==> config.mk <==
export PLATFORM = sky130hd
export DESIGN_NAME = tx_block_framer
export DESIGN_NICKNAME = d
export VERILOG_FILES = /design/src/rtl/tx_block_framer.sv
export SDC_FILE = /design/constraint.sdc
export NUM_CORES = 1
export LEC_CHECK = 0
export ABC_AREA = 1
export BUFFER_PORTS_ARGS = -buffer_cell sky130_fd_sc_hd__buf_4
export CAP_MARGIN = 15
export CORE_MARGIN = 2
export CORE_UTILIZATION = 55
export CTS_BUF_LIST = sky130_fd_sc_hd__clkbuf_4
export DETAILED_ROUTE_END_ITERATION = 8
export MAX_ROUTING_LAYER = met4
export PLACE_DENSITY = 0.86
export SLEW_MARGIN = 20
export SYNTH_ARGS = -nofsm -noshare
export SYNTH_HDL_FRONTEND = slang
export SYNTH_SLANG_ARGS = --single-unit
==> constraint.sdc <==
create_clock -name clk -period 4.1 [get_ports clk]
set_clock_uncertainty 0.05 [all_clocks]
set_input_delay 0.82 -clock clk [delete_from_list [all_inputs] [get_ports clk]]
set_output_delay 0.82 -clock clk [all_outputs]
set_load 0.01 [all_outputs]
==> src/rtl/tx_block_framer.sv <==
// Segments host messages into fixed K-byte RS information blocks, zero-padding the tail
// block with FILL_BYTE, behind a registered ready/valid output stage with status counters.
module tx_block_framer #(
  parameter int         K         = 223,
  parameter logic [7:0] FILL_BYTE = 8'h00,
  parameter int         CNT_W     = 16
) (
  input  logic             clk,
  input  logic             rst_n,
  input  logic             s_axis_valid,
  output logic             s_axis_ready,
  input  logic [7:0]       s_axis_data,
  input  logic             s_axis_last,
  output logic             m_axis_valid,
  input  logic             m_axis_ready,
  output logic [7:0]       m_axis_data,
  output logic             m_axis_sop,
  output logic             m_axis_last,
  output logic             m_axis_is_pad,
  output logic [CNT_W-1:0] blocks_sent,
  output logic [CNT_W-1:0] msgs_sent,
  output logic             busy
);

  localparam int            CW       = $clog2(K);
  localparam logic [CW-1:0] LAST_POS = CW'(K - 1);

  typedef enum logic [1:0] {IDLE, DATA, PAD} state_t;

  state_t           state_q;
  logic [CW-1:0]    byte_cnt_q;
  logic             m_valid_q;
  logic [7:0]       m_data_q;
  logic             m_sop_q;
  logic             m_last_q;
  logic             m_pad_q;
  logic             m_eom_q;
  logic [CNT_W-1:0] blocks_q;
  logic [CNT_W-1:0] msgs_q;

  logic          load_en;
  logic          s_accept;
  logic          at_last;
  logic [CW-1:0] cnt_d;

  // NOTE: s_axis_ready is a pure function of registered state and m_axis_ready, so the
  // host handshake never loops back through s_axis_valid; rst_n gates it low during reset.
  assign load_en      = !m_valid_q || m_axis_ready;
  assign s_axis_ready = rst_n && load_en && (state_q != PAD);
  assign s_accept     = s_axis_valid && s_axis_ready;
  assign at_last      = (byte_cnt_q == LAST_POS);
  assign cnt_d        = at_last ? '0 : byte_cnt_q + 1'b1;

  // NOTE: all state here uses non-blocking assignments so every register samples the
  // pre-edge values of the others, regardless of statement order.
  always_ff @(posedge clk or negedge rst_n) begin
    if (!rst_n) begin
      state_q    <= IDLE;
      byte_cnt_q <= '0;
      m_valid_q  <= 1'b0;
      m_data_q   <= '0;
      m_sop_q    <= 1'b0;
      m_last_q   <= 1'b0;
      m_pad_q    <= 1'b0;
      m_eom_q    <= 1'b0;
      blocks_q   <= '0;
      msgs_q     <= '0;
    end else begin
      if (load_en) begin
        if (state_q == PAD) begin
          m_valid_q  <= 1'b1;
          m_data_q   <= FILL_BYTE;
          m_sop_q    <= 1'b0;
          m_last_q   <= at_last;
          m_pad_q    <= 1'b1;
          m_eom_q    <= at_last;
          byte_cnt_q <= cnt_d;
          if (at_last) state_q <= IDLE;
        end else if (s_accept) begin
          m_valid_q  <= 1'b1;
          m_data_q   <= s_axis_data;
          m_sop_q    <= (byte_cnt_q == '0);
          m_last_q   <= at_last;
          m_pad_q    <= 1'b0;
          m_eom_q    <= at_last && s_axis_last;
          byte_cnt_q <= cnt_d;
          if (at_last) state_q <= s_axis_last ? IDLE : DATA;
          else         state_q <= s_axis_last ? PAD  : DATA;
        end else begin
          m_valid_q <= 1'b0;
        end
      end
      // The end-of-message flag travels with the byte, so it is valid exactly at transfer.
      if (m_valid_q && m_axis_ready && m_last_q) begin
        blocks_q <= blocks_q + 1'b1;
        if (m_eom_q) msgs_q <= msgs_q + 1'b1;
      end
    end
  end

  assign m_axis_valid  = m_valid_q;
  assign m_axis_data   = m_data_q;
  assign m_axis_sop    = m_sop_q;
  assign m_axis_last   = m_last_q;
  assign m_axis_is_pad = m_pad_q;
  assign blocks_sent   = blocks_q;
  assign msgs_sent     = msgs_q;
  assign busy          = (state_q != IDLE) || m_valid_q;

endmodule

==> impl_metrics.yaml <==
run_status:
  status: "finished clean"
run:
  drv_cap: 0
die:
  die-area_um2: 5880
  die_height_um: 76.68
  rows: 26
  die_w_um: 76.68
  ios: 59
  core_um2: 5107
  start_util_pct: 56.88
power:
  p_total_uw: 1329
  p_leak_uw: 0.001810
  ir_drop_mv: 0.2753
  powerDensity_nw_per_um2: 386.5
sta:
  hold_viol: 0
  period_share_pct: 61.94
  final_max_slew_viol_count: 0
  min_period_ns: 2.540
  grt_setup_unrepaired: "no"
  tightestPinTransition_ns: 0.6784
  tns_ns: 0
  relSlewSlack_pct: 54.77
  setup_viol: 0
  timing.fmax_mhz: 393.8
synth:
  ys.flop_type: "dfrtp_1"
  synth_most_common_cell: "nand2_1"
  synthTopCellsByCount: "nand2_1, dfrtp_1, inv_1"
  synth-warning-count: 0
  netlist.area_leader.share_pct: 47.37
  synth_area_leaders: "dfrtp_1, nand2_1, inv_1, nand3_1, nor2_1"
  ys_ff_latch: 55
  synth_edf_count: 0
  avgSynthCellArea_um2: 7.982
  netlist_instances: 364
  yosysTopAreaCell: "dfrtp_1"
  synth.distinct_cells: 26
  seq_area_frac_synth_pct: 47.37
  synth-async-reset-ratio_pct: 100.0
  syn-cell-area_um2: 2905
  synth_nets: 382
cts:
  clk_path_buf_depth: 2
  cts_tree: "yes"
  post-cts-setup-buffers: 0
  htreeDepth: 2
  clockRootBuffer: "clkbuf_4"
  cts.sinks: 55
  cts_hold_buf: 0
  clk_latency_ns: 0.37
  clk_pin_slew_ns: 0.14
  post_cts_resized: 0
  cts_made_buffers: 5
critical_path:
  crit_path_start: "m_axis_ready"
  worstReg2RegEnd: "byte_cnt_q[4]"
  required_ns: 3.23
  path_class: "in2out"
  crit_end: "s_axis_ready"
  cp.arrival_ns: 1.67
  crit_path_end_kind: "output port"
  r2r_slack_ns: 2.49
  path_max_fanout: 9
  r2r_start: "state_q[1]"
  start_kind: "input pin"
  rr_worst_depth: 6
cells_and_area:
  area_growth_pct: 18.35
  fillers: 425
  antenna_cells: 0
  drive_gt1_share_pct: 20.28
  nNetsFinal: 441
routing:
  drt_first_pass_iters: 5
  drc: 0
  antenna_left: 0
  wirelength_um: 5824
  drtIter0Drc: 116
  vias: 2469
  via_per_inst: 4.998
  drt-wirelength-per-cell_um: 11.79
global_routing:
  grt_overflow: 0
  grt_pass1_wl_um: 10210
  grt_antenna_before_repair: 0
  grt_max_degree: 57
  grtUsageTotal_pct: 21.92
  grt_pass1_vias: 2351
hold_path:
  hp-class: "reg2reg"
placement:
  portBuffers: 58
  gp_congestion: 0.8586
  hpwl_um: 4421
## through the flow
step | hold WS [ns] | cell area [µm²] | setup WS, ns | utilization [%] | instances
5_1_grt | 0.4765 | 3438 | 1.469 | 67.32 | 494
6_report | 0.4459 | 3438 | 1.560 | 67.32 | 494
3_3_place_gp | 0.4085 | 3381 | 1.595 | 66.19 | 486
3_5_place_dp | 0.4150 | 3381 | 1.565 | 66.19 | 486
2_1_floorplan | 0.3988 | 2905 | 1.954 | - | 364
4_1_cts | 0.4524 | 3438 | 1.562 | 67.32 | 494
## cell type report
type                    instances  area, µm²  area share, %
clock inverters                 2      12.51         0.3639
inverters                      45      168.9          4.913
flip-flops and latches         55       1376          40.03
well taps                      70      87.58          2.547
clock buffers                   6      45.04          1.310
multi-input cells             257       1305          37.95
repair buffers                 59      442.9          12.88
## kinds of logic (layout without fill, tap and decap cells)
kind of cell               Yosys count  after routing  share of synthesized area (%)
AOI/OAI and AO/OA                   18             18                          3.101
xor gates and xnor gates            21             21                          6.331
adders and majority gates            5              5                          2.153
buffers and inverters               52            112                          7.709
DFF                                 55             55                          47.37
and+or+nand+nor                    213            213                          33.33
## cells in the final DEF (no fill, tap or decap), drive strengths merged
cell type,instances
buf,59
nor2,43
clkbuf,6
nand3b,2
dfrtp,55
o21ai,16
nor3,3
clkinv,1
nand2,122
nand4,9
nand3,34
inv,45
clkinvlp,1
xor2,12
xnor2,9
a21oi,2
ha,5
## power breakdown
part / internal (µW) / switching (µW) / leakage [µW] / total, µW
Combinational: 158 / 233 / 0.00106 / 390
Clock: 73.3 / 167 / 0.0000317 / 241
Sequential: 624 / 74.0 / 0.000720 / 698
## flip-flops by register name (all words and copies together) (netlist names)
| signal | count |
|---|---|
| blocks_sent | 16 |
| byte_cnt_q | 8 |
| m_axis_data | 8 |
| m_axis_is_pad | 1 |
| m_axis_last | 1 |
| m_axis_sop | 1 |
| m_axis_valid | 1 |
| m_eom_q | 1 |
| msgs_sent | 16 |
| state_q | 2 |
## per-layer routing
| layer | share of wire, % | vias up | global-route usage, % |
|---|---|---|---|
| met1 | 46 | 1155 | 27.87 |
| met4 | 0.91 | 0 | 7.091 |
| li1 | - | 1252 | - |
| met5 | 0 | - | - |
| met3 | 3.8 | 6 | 3.765 |
| met2 | 50 | 56 | 35.96 |
## worst max-delay path, stage by stage
cell     delay (ns)
buf_4          0.10
inv_1          0.04
nand2_1        0.15
nand2_1        0.09
nor2_2         0.28
buf_4          0.19
## worst min-delay path by stage
stage                    from              to  slack [ns]  depth (start not counted)
4_1_cts            m_axis_sop      m_axis_sop        0.45                          2
2_1_floorplan         m_eom_q         m_eom_q        0.40                          2
3_5_place_dp       m_axis_sop      m_axis_sop        0.41                          2
3_3_place_gp   m_axis_data[0]  m_axis_data[0]        0.41                          2
5_1_grt        m_axis_data[2]  m_axis_data[2]        0.48                          2
6_report           m_axis_sop      m_axis_sop        0.45                          2
No activity file was read; power rests on OpenSTA's default activity.
